File: src/rtl/sa_deskew_if.sv
// Result-lane bundle between the systolic array columns and the deskew block.
// master drives the skewed lanes; slave returns the aligned vector.
interface sa_deskew_if #(
    parameter int LANES     = 4,
    parameter int DAT_WIDTH = 16
);
    logic [LANES-1:0]           i_dat_vld;
    logic [LANES*DAT_WIDTH-1:0] i_dat;
    logic                       o_dat_vld;
    logic [LANES*DAT_WIDTH-1:0] o_dat;
    logic                       o_err;

    modport master (
        output i_dat_vld, i_dat,
        input  o_dat_vld, o_dat, o_err
    );

    modport slave (
        input  i_dat_vld, i_dat,
        output o_dat_vld, o_dat, o_err
    );
endinterface

File: src/rtl/sa_deskew.sv
// Realigns diagonally skewed systolic-array result lanes into one vector.
// Lane i is delayed LANES-1-i cycles, then all lanes register together.
module sa_deskew #(
    parameter int LANES     = 4,
    parameter int DAT_WIDTH = 16
) (
    input  logic        clk,
    input  logic        rst,
    sa_deskew_if.slave  bus
);

    logic [LANES-1:0]                a_vld;
    logic [LANES-1:0][DAT_WIDTH-1:0] a_dat;

    for (genvar i = 0; i < LANES; i++) begin : g_lane
        localparam int D = LANES - 1 - i;

        logic                 in_vld;
        logic [DAT_WIDTH-1:0] in_dat;

        assign in_vld = bus.i_dat_vld[i];
        assign in_dat = bus.i_dat[i*DAT_WIDTH +: DAT_WIDTH];

        if (D == 0) begin : g_pass
            assign a_vld[i] = in_vld;
            assign a_dat[i] = in_dat;
        end else begin : g_dly
            logic [D-1:0]                vld_q;
            logic [D-1:0][DAT_WIDTH-1:0] dat_q;

            // Data only advances under a valid so idle lanes do not toggle.
            always_ff @(posedge clk) begin
                if (rst) begin
                    vld_q <= '0;
                    dat_q <= '0;
                end else begin
                    vld_q[0] <= in_vld;
                    if (in_vld) dat_q[0] <= in_dat;
                    for (int s = 1; s < D; s++) begin
                        vld_q[s] <= vld_q[s-1];
                        if (vld_q[s-1]) dat_q[s] <= dat_q[s-1];
                    end
                end
            end

            assign a_vld[i] = vld_q[D-1];
            assign a_dat[i] = dat_q[D-1];
        end
    end

    logic                            all_v;
    logic                            any_v;
    logic                            o_vld_q, o_vld_d;
    logic [LANES-1:0][DAT_WIDTH-1:0] o_dat_q, o_dat_d;
    logic                            o_err_q, o_err_d;

    always_comb begin
        all_v   = &a_vld;
        any_v   = |a_vld;
        o_vld_d = all_v;
        o_dat_d = all_v ? a_dat : o_dat_q;
        o_err_d = o_err_q | (any_v & ~all_v);
    end

    always_ff @(posedge clk) begin
        if (rst) begin
            o_vld_q <= 1'b0;
            o_dat_q <= '0;
            o_err_q <= 1'b0;
        end else begin
            o_vld_q <= o_vld_d;
            o_dat_q <= o_dat_d;
            o_err_q <= o_err_d;
        end
    end

    assign bus.o_dat_vld = o_vld_q;
    assign bus.o_dat     = o_dat_q;
    assign bus.o_err     = o_err_q;

endmodule

File: src/flat_wrapper.sv
// flat-port wrapper written by rule: the top's interface ports become plain ports
module sa_deskew_flat 
#(
    parameter int LANES     = 4,
    parameter int DAT_WIDTH = 16
)
  (clk, rst, bus_i_dat_vld, bus_i_dat, bus_o_dat_vld, bus_o_dat, bus_o_err);
  sa_deskew_if #(.LANES(LANES), .DAT_WIDTH(DAT_WIDTH)) bus_i ();
  input  logic clk;
  input  logic rst;
  input wire logic [$bits(bus_i.i_dat_vld)-1:0] bus_i_dat_vld;
  input wire logic [$bits(bus_i.i_dat)-1:0] bus_i_dat;
  output wire logic [$bits(bus_i.o_dat_vld)-1:0] bus_o_dat_vld;
  output wire logic [$bits(bus_i.o_dat)-1:0] bus_o_dat;
  output wire logic [$bits(bus_i.o_err)-1:0] bus_o_err;
  assign bus_i.i_dat_vld = bus_i_dat_vld;
  assign bus_i.i_dat = bus_i_dat;
  assign bus_o_dat_vld = bus_i.o_dat_vld;
  assign bus_o_dat = bus_i.o_dat;
  assign bus_o_err = bus_i.o_err;
  sa_deskew #(.LANES(LANES), .DAT_WIDTH(DAT_WIDTH)) u_core (.clk(clk), .rst(rst), .bus(bus_i));
endmodule
File: config.mk
export PLATFORM = sky130hd
export DESIGN_NAME = sa_deskew_flat
export DESIGN_NICKNAME = d
export VERILOG_FILES = /design/src/rtl/sa_deskew_if.sv /design/src/rtl/sa_deskew.sv /design/src/flat_wrapper.sv
export SDC_FILE = /design/constraint.sdc
export NUM_CORES = 1
export LEC_CHECK = 0
export CAP_MARGIN = 20
export CELL_PAD_IN_SITES_DETAIL_PLACEMENT = 1
export CELL_PAD_IN_SITES_GLOBAL_PLACEMENT = 1
export CORE_MARGIN = 4
export CORE_UTILIZATION = 38
export DETAILED_ROUTE_END_ITERATION = 8
export GPL_ROUTABILITY_DRIVEN = 0
export PLACE_DENSITY_LB_ADDON = 0.2
export SLEW_MARGIN = 20
export SYNTH_ARGS = -nofsm -noshare
export SYNTH_HDL_FRONTEND = slang
export SYNTH_SLANG_ARGS = --single-unit
File: constraint.sdc
create_clock -name clk -period 1.2 [get_ports clk]
set_input_delay 0.18 -clock clk [delete_from_list [all_inputs] [get_ports clk]]
set_output_delay 0.18 -clock clk [all_outputs]
set_load 0.005 [all_outputs]
# After elaboration in Yosys (flattened, before gate mapping)
# Cells that the tools add are included.
# word_totals
out_inout_bits,66
in_bits,70
wordCells,20
register_bits,168
# op_classes
bitwise_logic,3
n_reduce_logical,2
# op_table
cell,count
$reduce_and 4->1,1
$reduce_or 4->1,1
$and 1x1->1,1
$not 1->1,1
$or 1x1->1,1

# Depth between registers and ports, before layout
# depth
depth_word,4
depth_mapped,5
ltp_nobuf,3

# Least setup slack after synthesis
# Ideal clock, no wire load.
# synth_timing
path_type,register to register
start,reg u_core.g_lane[2].g_dly.vld_q
end,"reg u_core.o_err_q, in the netlist u_core.bus.o_err"
period_less_slack_ps,1103
required_ps,1070
slack_ps,97
path_buffers,0
t_arrival_ps,973
stages_incl_launch_ff,4
setup_time_ps,130
path_cell_list,dfxtp_1 > or4_1 > a21oi_1 > nor2_1
# synth_between
elab_chain_len,4
word_cells_on_any_way,5
classes_between,bitwise: 3; reduce/logical: 2
# synth_rtl
element,line,source
"start, declared",sa_deskew.sv:28,logic [D-1:0] vld_q;
"start signal, assigned by index",sa_deskew.sv:40,vld_q[s] <= vld_q[s-1];
$reduce_and 4->1,sa_deskew.sv:58,all_v = &a_vld;
$not 1->1,sa_deskew.sv:62,o_err_d = o_err_q | (any_v & ~all_v);
$and 1x1->1 *,sa_deskew.sv:62,
$or 1x1->1 *,sa_deskew.sv:62,
"end signal, assigned",sa_deskew.sv:73,o_err_q <= o_err_d;
"end, declared",sa_deskew.sv:55,"logic o_err_q, o_err_d;"
# Mark *: on every way between the ends. The rest lies on a longest branch, timed or not.
# A chain may end at the register's enable or synchronous reset.

# Final worst setup path
# layout_timing
start,reg u_core.o_dat_q (netlist bit u_core.bus.o_dat[28])
end,out bus_o_dat[28]
# layout_rtl
element,line,source
"start, declared",sa_deskew.sv:54,"logic [LANES-1:0][DAT_WIDTH-1:0] o_dat_q, o_dat_d;"
"start signal, assigned",sa_deskew.sv:72,o_dat_q <= o_dat_d;
"end, declared",flat_wrapper.sv:14,output wire logic [$bits(bus_i.o_dat)-1:0] bus_o_dat;
# No word-level cell between the ends.

==> impl_results.md <==
- Layout fillers: 1715
- Slew at the pin with the worst max-slew slack: 0.3070 ns
- Met3 wire length: 654 um
- Buf/Inv on CP: 1
- F_max: 0.8635 GHz
- Leakage: around 3.2 nW
- CP Max Fanout: 2
- Setup bufs post-CTS: 0
- Post-synthesis cell area: 6001 um^2
- IO Pins: 136
- Die Y: 133.7 um
- Most frequent cells after synthesis: 168 x dfxtp_1, 128 x nand2_1, 98 x nor2_1
- Met2 WL: between 7000 and 8000 um
- Area of the die: 17870 um^2
- Initial Util: 0.3918
- CP Launch Type: flip-flop
- Final Hold Violating Endpoints: 0
- Worst path top cell family by delay: flip-flops
- WS Path Type: flip-flop to output pin
- Worst hold path startpoint: rst
- Total Power: around 12 mW
- Start of the worst register-to-register path: u_core.g_lane[2].g_dly.vld_q$_SDFF_PP0_
- Post-DP Area: 7661 um^2
- CTS Root Cell: clkbuf_16
- Worst-Skew Late Latency: 0.42 ns
- RSZ-0062 raised after global routing: no
- Clk sinks: 168
- Vias in the first global route: 4928
- Post-route ant nets: 0
- Top cells by area, synth: dfxtp_1 56%, mux2i_1 16%, nand2_1 8.0%
- Ys Warns: 0
- FP Rows: 45
- HPWL Detailed: about 11000 um
- Non-Filler Instances: 966
- Slowest CP cell: dfxtp_1
- Syn Nets: 679
- Initial antenna violation count: 0
- Share of the synthesized area in the top cell type: 0.5605
- Crit path launch: u_core.bus.o_dat[28]$_SDFFE_PP0P_
- Slowest cell delay on critical path: 0.31 ns
- Die X: about 130 um
- # diodes: 0
- Time the worst path needs with I/O delays and setup: between 1 and 1.5 ns
- Max Slew Vio Count: 0
- Via Count: 4596
- WP depth: 1
- Slew HR: 0.7953
- Cts hold-fix bufs: 0
- Status: completed
- R2R cell count: 3
- Reg clk slew, reported paths: 0.06 ns
- Critical path capture point type: output pin
- M1 WL: 6821 um
- Hold Path Depth: 2
- Data arrival, critical path: 0.98 ns
- Routed WL per cell: between 15 and 20 um
- Setup Skew: 0.005664 ns
- Post-DR vias/cell: 4.758
- Post-synthesis sequential area ratio: 0.5605
- Synth Instances: approximately 600
- Layout Nets: 813
- Port Buffers: 135
- Fin crit share: 0.9650
- Iteration-0 DRC Markers: 192
- Fin area: 8250 um^2
- P per Cell Area: around 1500 nW/um^2
- Syn Area/Cell: 9.853 um^2
- WHS: between 0.09 and 0.1 ns
- Ys async rst share: 0
- DRC Markers: 0
- Final setup viols: 0
- Fraction of layout cells with a size suffix above 1: 0.1934
- CTS tree: yes
- Total congestion overflow: 0
- Req. time, crit path: 1.02 ns
- Top Metal Used: met4
- Max IR drop VDD: 1040 uV
- EDFF count, synth: 0
- Crit-path cells: dlygate4sd2_1
- Count leader, synth: dfxtp_1
- Tot GR Track Use: 0.1790
- Total CTS buffers: 17
- Post-synth top flop: dfxtp_1
- Synth cell types: 15
- Largest net degree at the start of global routing: 37
- Drt total wl: about 16000 um
- Global-route wire length before repair: ~25000 um
- #FFs+latches synth: 168
- Area growth from synthesis to layout: 37.49%
- First-pass iteration count of the detailed router: 4
- Placed insts: roughly 930
- Synth area leader: dfxtp_1
- H-tree Lvls: 4
- MaxCap Viol Count: 0
- CTS max path bufs: 2
- Min-Delay Path Class: primary input to flip-flop
- CORE AREA: 15310 um^2
-- flip-flops by register name (all words and copies together) (netlist names) --
register and count:
u_core.a_dat 32, u_core.bus.o_err 1, u_core.g_lane.g_dly.dat_q 64, u_core.g_lane.g_dly.vld_q 6, u_core.bus.o_dat_vld 1, u_core.bus.o_dat 64
-- area by class of cell --
type                    count  area [um^2]  area share
flip-flops and latches    168         3400      0.4120
multi-input cells         396         2351      0.2850
repair buffers            160         1633      0.1979
clock buffers              22        454.2     0.05505
well taps                 211        264.0     0.03200
clock inverters             9        148.9     0.01805
-- report_power, final --
part / total [mW] / switching (mW) / internal (mW)
combinational: 0.749 / 0.323 / 0.426
sequential: 5.80 / 0.0800 / 5.72
clock: 5.63 / 2.11 / 3.52
total: 12.2 / 2.51 / 9.66
-- stage by stage --
step | TNS (ns) | util | setup WS (ns)
2_1_floorplan | 0 | - | 0.09678
3_3_place_gp | -16.21 | 0.5002 | -0.2643
3_5_place_dp | -19.53 | 0.5002 | -0.3099
4_1_cts | 0 | 0.5383 | 0.0003193
5_1_grt | 0 | 0.5387 | 0.0004020
6_report | 0 | 0.5387 | 0.04198
-- cells by family after synthesis --
logic type,count (synthesis),share of synthesized area
and+or+nand+nor,235,0.1514
DFF,168,0.5605
muxes,96,0.1601
AOI/OAI and AO/OA,65,0.07798
buffers and inverters,45,0.05004
-- layer usage --
| metal | GRT usage | up-vias |
|---|---|---|
| met3 | 0.05211 | 15 |
| met1 | 0.2123 | 2231 |
| met4 | 0.05771 | 0 |
| met5 | 0 | - |
| met2 | 0.3121 | 92 |
| li1 | - | 2258 |
-- what timing repair did --
item                                    in CTS  in global routing
endpoints found under the setup margin      74                 86
pin swaps                                    0                  2
gates resized for setup                    122                 65
hold endpoints to repair                     0                  0
gates cloned                                 0                  1
-- layout by cell type, fill, tap and decap left out, types with 6 or more instances in the layout --
| master | n |
|---|---|
| clkdlybuf4s15_1 | 41 |
| buf_12 | 13 |
| nor2_1 | 98 |
| buf_4 | 9 |
| clkbuf_2 | 18 |
| dfxtp_2 | 29 |
| dfxtp_1 | 139 |
| mux2i_1 | 96 |
| a21oi_1 | 25 |
| clkdlybuf4s50_1 | 68 |
| nand2_1 | 128 |
| nor2b_1 | 6 |
| clkbuf_16 | 18 |
| a21oi_2 | 40 |
-- final timing paths --
check | endpoint | slack [ns]
min reg2reg | u_core.bus.o_dat[5]$_SDFFE_PP0P_ | 0.45
min | u_core.bus.o_dat[12]$_SDFFE_PP0P_ | 0.09
max | bus_o_dat[28] | 0.04
max reg2reg | u_core.bus.o_err$_SDFF_PP0_ | 0.07
(Power assumes the default switching activity.)
